<file path="config.mk">
export PLATFORM = sky130hd
export DESIGN_NAME = dmem_upload_ctrl
export DESIGN_NICKNAME = d
export VERILOG_FILES = /design/src/rtl/dmem_upload_pkg.sv /design/src/rtl/dmem_upload_ctrl.sv
export SDC_FILE = /design/constraint.sdc
export NUM_CORES = 1
export LEC_CHECK = 0
export CORE_MARGIN = 1.5
export CORE_UTILIZATION = 30
export CTS_CLUSTER_SIZE = 12
export DETAILED_ROUTE_END_ITERATION = 10
export GPL_TIMING_DRIVEN = 0
export SLEW_MARGIN = 0
export SYNTH_ARGS = -nofsm -noshare
export SYNTH_HDL_FRONTEND = slang
export SYNTH_SLANG_ARGS = --single-unit
</file>
<file path="constraint.sdc">
create_clock -name clk -period 2.2 [get_ports clk]
set_input_delay 0.44 -clock clk [delete_from_list [all_inputs] [get_ports clk]]
set_output_delay 0.44 -clock clk [all_outputs]
set_load 0.01 [all_outputs]
</file>
<file path="src/rtl/dmem_upload_pkg.sv">
// Shared types and frame constants for the UART-to-data-memory upload controller.
package dmem_upload_pkg;

  typedef enum logic [2:0] {
    IDLE  = 3'd0,
    LEN0  = 3'd1,
    LEN1  = 3'd2,
    DATA  = 3'd3,
    WRITE = 3'd4,
    CSUM  = 3'd5,
    DONE  = 3'd6
  } state_t;

  localparam int FRAME_LEN_BYTES = 2;
  localparam int BYTES_PER_WORD  = 4;

endpackage

</file>
<file path="src/rtl/dmem_upload_ctrl.sv">
// Parses a length-prefixed, XOR-checksummed byte frame and writes little-endian
// 32-bit words to consecutive data-memory addresses through the upload port.
module dmem_upload_ctrl
  import dmem_upload_pkg::*;
#(
  parameter int ADDR_W    = 14,
  parameter int MAX_WORDS = 16384
) (
  input  logic              clk,
  input  logic              rst_n,
  input  logic              start_i,
  input  logic [7:0]        rx_data_i,
  input  logic              rx_valid_i,
  output logic              rx_ready_o,
  output logic              upg_wen_o,
  output logic [ADDR_W-1:0] upg_adr_o,
  output logic [31:0]       upg_dat_o,
  output logic              upg_done_o,
  output logic              busy_o,
  output logic              load_done_o,
  output logic              err_o
);

  localparam int BIDX_W = $clog2(BYTES_PER_WORD);
  // One extra bit so a word count of exactly MAX_WORDS (== 2^ADDR_W) is representable.
  localparam int CNT_W = 17;
  localparam logic [CNT_W-1:0] MAX_WORDS_C = CNT_W'(MAX_WORDS);
  localparam logic [BIDX_W-1:0] LAST_BYTE = BIDX_W'(BYTES_PER_WORD - 1);

  state_t              state_reg;
  logic [15:0]         len_reg;
  logic [CNT_W-1:0]    words_reg;
  logic [BIDX_W-1:0]   byte_idx_reg;
  logic [7:0]          csum_reg;
  logic [ADDR_W-1:0]   adr_reg;
  logic [31:0]         dat_reg;
  logic                err_reg;

  logic                accept;
  logic [15:0]         len_rx;
  logic [CNT_W-1:0]    words_next;

  assign accept     = rx_valid_i && rx_ready_o;
  assign len_rx     = {rx_data_i, len_reg[7:0]};
  assign words_next = words_reg + CNT_W'(1);

  always_ff @(posedge clk or negedge rst_n) begin
    if (!rst_n) begin
      state_reg    <= IDLE;
      len_reg      <= '0;
      words_reg    <= '0;
      byte_idx_reg <= '0;
      csum_reg     <= '0;
      adr_reg      <= '0;
      dat_reg      <= '0;
      err_reg      <= 1'b0;
    end else begin
      case (state_reg)
        IDLE: begin
          if (start_i) begin
            state_reg    <= LEN0;
            err_reg      <= 1'b0;
            adr_reg      <= '0;
            csum_reg     <= '0;
            words_reg    <= '0;
            byte_idx_reg <= '0;
          end
        end
        LEN0: begin
          if (accept) begin
            len_reg[7:0] <= rx_data_i;
            state_reg    <= LEN1;
          end
        end
        LEN1: begin
          if (accept) begin
            len_reg <= len_rx;
            if (len_rx == 16'd0) begin
              state_reg <= CSUM;
            end else if ({1'b0, len_rx} > MAX_WORDS_C) begin
              state_reg <= DONE;
              err_reg   <= 1'b1;
            end else begin
              state_reg <= DATA;
            end
          end
        end
        DATA: begin
          if (accept) begin
            dat_reg[{byte_idx_reg, 3'b000} +: 8] <= rx_data_i;
            csum_reg     <= csum_reg ^ rx_data_i;
            byte_idx_reg <= byte_idx_reg + BIDX_W'(1);
            if (byte_idx_reg == LAST_BYTE) begin
              state_reg <= WRITE;
            end
          end
        end
        WRITE: begin
          // Address wraps naturally at 2^ADDR_W, which is where a full-size frame ends.
          adr_reg   <= adr_reg + ADDR_W'(1);
          words_reg <= words_next;
          if (words_next == {1'b0, len_reg}) begin
            state_reg <= CSUM;
          end else begin
            state_reg <= DATA;
          end
        end
        CSUM: begin
          if (accept) begin
            err_reg   <= (rx_data_i != csum_reg);
            state_reg <= DONE;
          end
        end
        DONE: begin
          state_reg <= IDLE;
        end
        default: begin
          state_reg <= IDLE;
        end
      endcase
    end
  end

  assign rx_ready_o  = (state_reg == LEN0) || (state_reg == LEN1) ||
                       (state_reg == DATA) || (state_reg == CSUM);
  assign upg_wen_o   = (state_reg == WRITE);
  assign upg_done_o  = (state_reg == IDLE) || (state_reg == DONE);
  assign busy_o      = (state_reg != IDLE);
  assign load_done_o = (state_reg == DONE);
  assign upg_adr_o   = adr_reg;
  assign upg_dat_o   = dat_reg;
  assign err_o       = err_reg;

endmodule
</file>
# Word level (Yosys, flattened, before mapping)
# Cells that the tools add are included.
totals:
  out_inout_bits: 52
  reg_bits: 93
classes:
  add_sub_neg: 4
  n_shift: 2
  bitwise_logic: 2
  mux: 29
  order_cmp: 1
  eq_ne: 17
  reduce_logical: 18
op_table:
  columns: ["operator", "n"]
  rows:
  - ["case mux 17 bit (2 select lines)", 1]
  - ["bitwise mux 32 bit", 1]
  - ["case mux 8 bit (2 select lines)", 2]
  - ["variable shift 8 x 7 -> 32 bit (first input constant)", 1]
  - ["variable part select 8 x 7 -> 32 bit", 1]
  - ["case mux 14 bit (2 select lines)", 1]
  - ["2-to-1 mux 3 bit", 9]
  - ["2-to-1 mux 8 bit", 3]
  - ["case mux 3 bit (6 select lines)", 1]
  - ["adder 17 x 1 -> 17 bit (second input constant)", 1]
  - ["== test 17 x 16 -> 1 bit", 1]
  - ["2-to-1 mux 17 bit", 1]
  - ["greater-than comparator 16 x 15 -> 1 bit (second input constant)", 1]
  - ["logical NOT 16 bit", 1]
  - ["!= test 2 bit (second input constant)", 8]
  - ["adder 14 x 1 -> 14 bit (second input constant)", 1]
  - ["2-to-1 mux 14 bit", 1]
  - ["AND reduction 6 bit", 2]
  - ["== test 3 bit (second input constant)", 3]
  - ["!= test 8 bit", 1]
  - ["XOR 8 bit", 1]
  - ["negation 5 -> 7 bit", 1]
  - ["== test 3 x 2 -> 1 bit (second input constant)", 2]
  - ["AND reduction 2 bit", 3]
  - ["other kinds (14)", 25]

# Longest topological paths before layout
# Gate-level depths: netlist of run 1.
depth:
  ltp_word: 7
  depth_mapped: 9
  depth_no_buf: 7

# Worst setup path after synthesis of run 1
# No wires, ideal clock.
synth_timing:
  kind: "reg-to-reg"
  startpoint: "register words_reg[0]"
  endpoint: "register state_reg[1]"
  slack_ns: 0.230
  t_required_ns: 2.082
  arrival_time_ns: 1.852
  path_buffers: 1
  setup_ns: 0.118
  stages_incl_launch_ff: 8
  cell_sequence: "dfrtp_1 -> ha_1 -> buf_2 -> nand3_1 -> or3_1 -> a2111oi_4 -> nand4_1 -> a21o_1"
synth_between:
  elab_chain_len: 4
synth_lines:
  columns: ["element", "line_no", "rtl"]
  rows:
  - ["start: declaration", "dmem_upload_ctrl.sv:32", "logic [CNT_W-1:0] words_reg;"]
  - ["start signal: assignment", "dmem_upload_ctrl.sv:101", "words_reg <= words_next;"]
  - ["adder 17 x 1 -> 17 bit", "dmem_upload_ctrl.sv:45", "assign words_next = words_reg + CNT_W'(1);"]
  - ["== test 17 x 16 -> 1 bit", "dmem_upload_ctrl.sv:102", "if (words_next == {1'b0, len_reg}) begin"]
  - ["2-to-1 mux 3 bit", "dmem_upload_ctrl.sv:102", null]
  - ["case mux 3 bit (6 select lines)", "dmem_upload_ctrl.sv:58", "case (state_reg)"]
  - ["end signal: assignment", "dmem_upload_ctrl.sv:61", "state_reg <= LEN0;"]
  - ["end signal: assignment", "dmem_upload_ctrl.sv:103", "state_reg <= CSUM;"]
  - ["end signal: assignment", "dmem_upload_ctrl.sv:105", "state_reg <= DATA;"]
  - ["end: declaration", "dmem_upload_ctrl.sv:30", "state_t state_reg;"]
# No other way between the ends.
# A chain may end at the register's enable or synchronous reset.

# Final worst setup path of run 1
layout_timing:
  startpoint: "register state_reg[1]"
  endpoint: "output port load_done_o"
layout_between:
  elab_chain_len: 1
layout_lines:
  columns: ["element", "line_no", "rtl"]
  rows:
  - ["start signal: assignment", "dmem_upload_ctrl.sv:49", "state_reg <= IDLE;"]
  - ["start signal: assignment", "dmem_upload_ctrl.sv:61", null]
  - ["start signal: assignment", "dmem_upload_ctrl.sv:72", "state_reg <= LEN1;"]
  - ["== test 3 bit", "dmem_upload_ctrl.sv:129", "assign load_done_o = (state_reg == DONE);"]
  - ["end: declaration", "dmem_upload_ctrl.sv:20", "output logic load_done_o,"]
# No other way between the ends.

==> results of run 1 <==
cells in the mapped netlist, types with 3 or more instances:
cell / count / area [um^2]
nor3b_1: 4 / 30.0
o21ai_1: 48 / 240
nor2_1: 27 / 101
buf_2: 8 / 40.0
a31oi_1: 7 / 43.8
a21oi_1: 11 / 55.1
inv_2: 3 / 11.3
nand2_1: 105 / 394
nand4_1: 14 / 87.6
xor2_1: 10 / 87.6
or2_2: 3 / 18.8
mux2i_1: 7 / 70.1
inv_1: 10 / 37.5
nor2b_1: 4 / 25.0
nor4_1: 6 / 37.5
nor3_1: 10 / 50.1
o21ai_0: 40 / 200
nand3_1: 13 / 65.1
ha_1: 8 / 100
buf_6: 5 / 56.3
mux2_2: 8 / 90.1
and3_1: 7 / 43.8
xnor2_1: 17 / 149
mux2_1: 7 / 78.8
o211ai_1: 5 / 37.5
clkbuf_1: 23 / 86.3
o31ai_1: 7 / 52.6
nand2b_1: 5 / 31.3
o41ai_1: 3 / 26.3
dfrtp_1: 93 / 2330
layout make-up:
class,instances,area share
well taps,216,0.0433
plain buffers,38,0.0331
inverters,13,0.00782
multi-input cells,408,0.399
clock inverters,3,0.00341
repair buffers,61,0.0986
flip-flops and latches,93,0.374
clock buffers,12,0.0411
timing repair:
| action | 4_1_cts | 5_1_grt |
|---|---|---|
| buffers inserted | 1 | 2 |
| resized for setup | 15 | 21 |
| endpoints found under the setup margin | 22 | 40 |
| pin swaps | 1 | 1 |
| gates cloned | 0 | 0 |
power by group:
part | switching [mW] | leakage (nW) | total (mW) | internal [mW]
Sequential | 0.423 | 1.24 | 2.53 | 2.10
Clock | 0.672 | 0.135 | 1.49 | 0.823
Combinational | 1.29 | 1.17 | 2.40 | 1.11
worst min-delay path by stage:
| stage | start | cells after the start | slack, ns | endpoint |
|---|---|---|---|---|
| 2_1_floorplan | rst_n | 0 | 0.14 | byte_idx_reg[0] |
| 3_3_place_gp | upg_adr_o[13] | 1 | 0.46 | upg_adr_o[13] |
| 3_5_place_dp | rst_n | 1 | 0.41 | upg_dat_o[15] |
| 4_1_cts | rst_n | 1 | 0.03 | upg_dat_o[15] |
| 6_report | rst_n | 1 | 0.03 | upg_dat_o[15] |
| 5_1_grt | rst_n | 1 | 0.05 | upg_dat_o[15] |
cell families (layout without fill, tap and decap cells):
family / Yosys count / after routing / share of synthesized area
simple gates: 211 / 211 / 0.203
mux: 22 / 22 / 0.0479
compound gates: 140 / 140 / 0.167
buf+inv: 51 / 127 / 0.0486
fa+ha+maj: 8 / 8 / 0.0200
flops: 93 / 93 / 0.466
xor+xnor: 27 / 27 / 0.0474
layer usage:
metal  routed length, um  vias up  global-route usage
met2                6420      109               0.253
met4                 268        0              0.0574
met1                6060     2073               0.206
met5                   0        -                   0
li1                    -     2081                   -
met3                 596       20              0.0350
through the flow:
stage          hold WS (ns)  std cells  instance area, um^2  setup WS (ns)
2_1_floorplan         0.144        552                 4990          0.230
3_3_place_gp          0.460        825                 5830          -2.79
3_5_place_dp          0.409        826                 5860         -0.421
4_1_cts              0.0342        842                 6170        0.00228
5_1_grt              0.0510        844                 6240        -0.0168
6_report             0.0251        844                 6240         0.0647
==> reports/summary.txt, run 1 <==
Initial Util -> 0.311
Power Density -> 1030 mW/mm^2
Most frequent cells in the layout -> nand2_1 (102), dfrtp_1 (89), clkdlybuf4s50_1 (53)
Antenna diodes -> 0
First-pass GRT wire length -> 21.9 mm
Layout cells sized above 1 -> 0.126
Largest register FFs -> 32
Worst slew margin -> 0.508
GP Congestion -> 0.812
Synth Cell Area -> 0.00499 mm^2
Htree depth -> 3
Distinct cell type count of the synthesized netlist -> 58
Port Buffer Count -> 57
First DRT Iteration DRCs -> 227
HPWL Detailed -> 9.27 mm
Lkg Pwr -> 2.54 nW
Worst Reg-to-Reg Cells -> 7
Max-cap viol count -> 0
RR Startpoint -> words_reg[1]
Routed via count -> 4283
Synth Area per Inst -> 9.05 um^2
Antenna violations before repair -> 0
Vias per Instance -> 5.07
DRT Pass-1 Iters -> 5
# DRC -> 0
Crit-path leading delay family -> buffers and inverters
Post-synth EDFFs -> 0
Final Skew -> 0.0115 ns
Crit path depth -> 3
Clock buffer depth -> 2
NumNets Final -> 644
Cts hold-fix bufs -> 0
Max IR drop VDD -> 0.635 mV
Reg area -> 0.00233 mm^2
Critical Path AT -> 1.70 ns
CP Capture Type -> primary output
Critical Path Start -> state_reg[1]
Tmin final -> 2.14 ns
Multi-input logic area -> 0.00249 mm^2
Die H -> 132 um
Register area share after synthesis -> 0.466
Std-Cell Rows -> 46
Final wirelength -> 13.3 mm
Crit-path slowest cell -> clkdlybuf4s50_1
Worst-skew pair later-pin latency -> 0.35 ns
Area grow syn2layout -> 25.0%
Post-Syn Instances -> 552
CP peak stage delay -> 0.54 ns
Die area -> 0.0174 mm^2
Post-DRT Antenna Nets -> 0
Async SR Flop Fraction -> 1.00
Worst Path Required -> 1.76 ns
R2R Setup Slk -> 0.07 ns
Vias in the first global route -> 4199
Setup crit end -> load_done_o
Syn. warnings -> 0
Pin count of the biggest net entering global routing -> 64
Die width -> 132 um
Io pins -> 64
CP Cell Sequence -> nor2b_2 -> and2_1 -> clkdlybuf4s50_1
Worst setup SP type -> flip-flop
Kind of critical path -> flip-flop to primary output
CTS root buffer -> clkbuf_16
GR Util All Layers -> 0.157
Post-synthesis register bit count -> 93
Reg-to-Reg End -> state_reg[1]
Final period util -> 0.971
Worst-margin pin slew -> 0.739 ns
Total CTS buffers -> 9
Post-DR wirelength/cell -> 15.8 um
Min-delay worst type -> primary input to asynchronous set/reset pin
Number of fill cells -> 1608
Top FF cell, synth -> dfrtp_1
Design Power -> 6.43 mW
Maximum clock rate -> 0.468 GHz
CTS sink count -> 93
Status -> completed
Core area -> 0.0161 mm^2
CP max FO -> 5
TNS Setup -> 0 ns
Mapped Nets -> 572
Setup violations, final -> 0
Final Max Slew Viols -> 0
Remaining global-route overflow -> 0
Final design utilization -> 0.389
Clk slew on worst S/H paths -> 0.07 ns
Hold Fails Final Rpt -> 0
CTS tree -> built
Most common cell after layout, fill and taps aside -> nand2_1
Worst path bufs/invs -> 1
Note: power is estimated with default switching activity, not from simulation.
==> inputs of run 2 (changes only) <==
clock period = 1.8 ns   (was 2.2 ns; I/O delays follow)
==> reports/summary.txt, run 2 (synthesized netlist as in run 1, its figures left out) <==
First-pass GRT wire length -> 22.5 mm (was 21.9 mm)
Number of fill cells -> 1530 (was 1608)
Routed via count -> 4531 (was 4283)
Antenna violations before repair -> 0 (unchanged)
TNS Setup -> -0.379 ns (was 0 ns)
Worst slew margin -> 0.566 (was 0.508)
Final wirelength -> 14.1 mm (was 13.3 mm)
Failing checks -> setup timing
Final Max Slew Viols -> 0 (unchanged)
Post-DRT Antenna Nets -> 0 (unchanged)
Critical Path Start -> words_reg[1] (was state_reg[1])
Layer carrying the most global-route usage -> met2 (unchanged)
Maximum clock rate -> 0.505 GHz
Reg-to-Reg End -> state_reg[1] (unchanged)
Vias in the first global route -> 4357 (was 4199)
Worst-skew pair later-pin latency -> 0.34 ns (was 0.35 ns)
Final period util -> 1.10
Setup crit end -> state_reg[1] (was load_done_o)
Worst setup SP type -> flip-flop (unchanged)
Multi-input logic area -> 0.00264 mm^2 (was 0.00249 mm^2)
Port Buffer Count -> 57 (unchanged)
Pin count of the biggest net entering global routing -> 69 (was 64)
# DRC -> 0 (unchanged)
Max-cap viol count -> 0 (unchanged)
Hold Fails Final Rpt -> 0 (unchanged)
Worst Path Required -> 2.03 ns (was 1.76 ns)
Min-delay worst type -> flip-flop to flip-flop (was primary input to asynchronous set/reset pin)
DP Area -> 0.00588 mm^2 (was 0.00586 mm^2)
Final design utilization -> 0.420 (was 0.389)
Power Density -> 1310 mW/mm^2 (was 1030 mW/mm^2)
GR Util All Layers -> 0.159 (was 0.157)
CP max FO -> 5 (unchanged)
Reg area -> 0.00234 mm^2 (was 0.00233 mm^2)
Die width -> 132 um (unchanged)
Largest register FFs -> 32 (unchanged)
GR Layer Usage met1 -> 0.208 (was 0.206)
Area grow syn2layout -> 35.0% (was 25.0%)
GP Congestion -> 0.851 (was 0.812)
CTS tree -> built (unchanged)
Worst Reg-to-Reg Cells -> 8 (was 7)
DRT Pass-1 Iters -> 4 (was 5)
Post-DR wirelength/cell -> 16.1 um (was 15.8 um)
Htree depth -> 3 (unchanged)
Status -> complete, but fails checks (was completed)
CP Capture Type -> flip-flop (was primary output)
CTS root buffer -> clkbuf_16 (unchanged)
Lkg Pwr -> 2.80 nW (was 2.54 nW)
First DRT Iteration DRCs -> 238 (was 227)
Final cell area excluding filler cells -> 0.00674 mm^2 (was 0.00624 mm^2)
Setup violations, final -> 3 (was 0)
R2R Setup Slk -> -0.18 ns (was 0.07 ns)
Antenna diodes -> 0 (unchanged)
Layout cells sized above 1 -> 0.217 (was 0.126)
Max IR drop VDD -> 0.618 mV (was 0.635 mV)
NumNets Final -> 673 (was 644)
GRT met2 Usage -> 0.266 (was 0.253)
Remaining global-route overflow -> 0 (unchanged)
Die area -> 0.0174 mm^2 (unchanged)
Most common cell after layout, fill and taps aside -> nand2_1 (unchanged)
Std-Cell Rows -> 46 (unchanged)
Worst-margin pin slew -> 0.650 ns (was 0.739 ns)
Vias per Instance -> 5.18 (was 5.07)
Most frequent cells in the layout -> nand2_1 (100), dfrtp_1 (83), o21ai_1 (51) (was nand2_1 (102), dfrtp_1 (89), clkdlybuf4s50_1 (53))
Final worst slack -> -0.181 ns (was 0.0647 ns)
CTS sink count -> 93 (unchanged)
Clk slew on worst S/H paths -> 0.07 ns (about the same)
Initial Util -> 0.311 (unchanged)
Met3 Use GR -> 0.0281 (was 0.0350)
Tmin final -> 1.98 ns
Clock buffer depth -> 2 (unchanged)
Critical Path AT -> 2.21 ns (was 1.70 ns)
Core area -> 0.0161 mm^2 (unchanged)
Unrepaired setup endpoints after global routing -> yes
HPWL Detailed -> 9.23 mm (was 9.27 mm)
RR Startpoint -> words_reg[1] (unchanged)
Final Skew -> 0.00690 ns (was 0.0115 ns)
Die H -> 132 um (unchanged)
Kind of critical path -> flip-flop to flip-flop (was flip-flop to primary output)
Total CTS buffers -> 9 (unchanged)
Io pins -> 64 (unchanged)
## run 2: report_power, final
part | total [mW] | switching (mW) | leakage (nW) | internal (mW)
clock | 2.12 | 0.851 | 0.164 | 1.27
sequential | 3.08 | 0.508 | 1.23 | 2.57
combinational | 3.62 | 1.84 | 1.41 | 1.77
## run 2: critical path: stages, from the launching register on
cell	delay, ns
dfrtp_1	0.42
buf_6	0.15
and3_4	0.17
and4bb_1	0.22
buf_6	0.14
a31o_1	0.20
a22oi_2	0.17
nand4_1	0.19
a21o_1	0.21
## run 2: layout make-up
class / instances / area share
buffer: 33 / 0.0312
clock buffer: 10 / 0.0355
clock inverter: 6 / 0.0136
inverter: 13 / 0.00798
multi-input combinational: 408 / 0.392
sequential: 93 / 0.347
tap: 216 / 0.0401
timing repair buffer: 95 / 0.133
## run 2: repair_timing
action / CTS / global route
endpoints found under the hold margin: 25 / 0
gates resized for setup: 73 / 43
pin swaps: 14 / 16
hold buffers: 1 / 0
setup buffers: 20 / 17
endpoints found under the setup margin: 85 / 42
## run 2: worst min-delay path by stage
stage,start,endpoint,slack [ns],depth (start not counted)
floorplan,rst_n,byte_idx_reg[0],0.06,0
global placement,upg_adr_o[13],upg_adr_o[13],0.46,1
detailed placement,rst_n,words_reg[11],0.31,1
CTS,upg_adr_o[13],upg_adr_o[13],0.47,1
global route,rst_n,words_reg[11],0.49,2
finish,upg_adr_o[13],upg_adr_o[13],0.47,1
## run 2: stage by stage
| step | setup slack [ns] | total power, mW | std cells | hold slack [ns] |
|---|---|---|---|---|
| floorplan | -0.0477 | 4.88 | 552 | 0.0644 |
| global placement | -3.12 | 5.80 | 825 | 0.460 |
| detailed placement | -0.836 | 5.92 | 826 | 0.306 |
| CTS | -0.226 | 8.54 | 860 | 0.475 |
| global route | -0.282 | 9.31 | 874 | 0.488 |
| finish | -0.181 | 8.82 | 874 | 0.471 |
## run 2: layer usage
layer / share of wire / up-vias / wire length (um)
met2: 0.50 / 116 / 7030
met1: 0.45 / 2251 / 6340
met3: 0.038 / 22 / 531
met5: 0 / - / 0
li1: - / 2142 / -
met4: 0.014 / 0 / 195
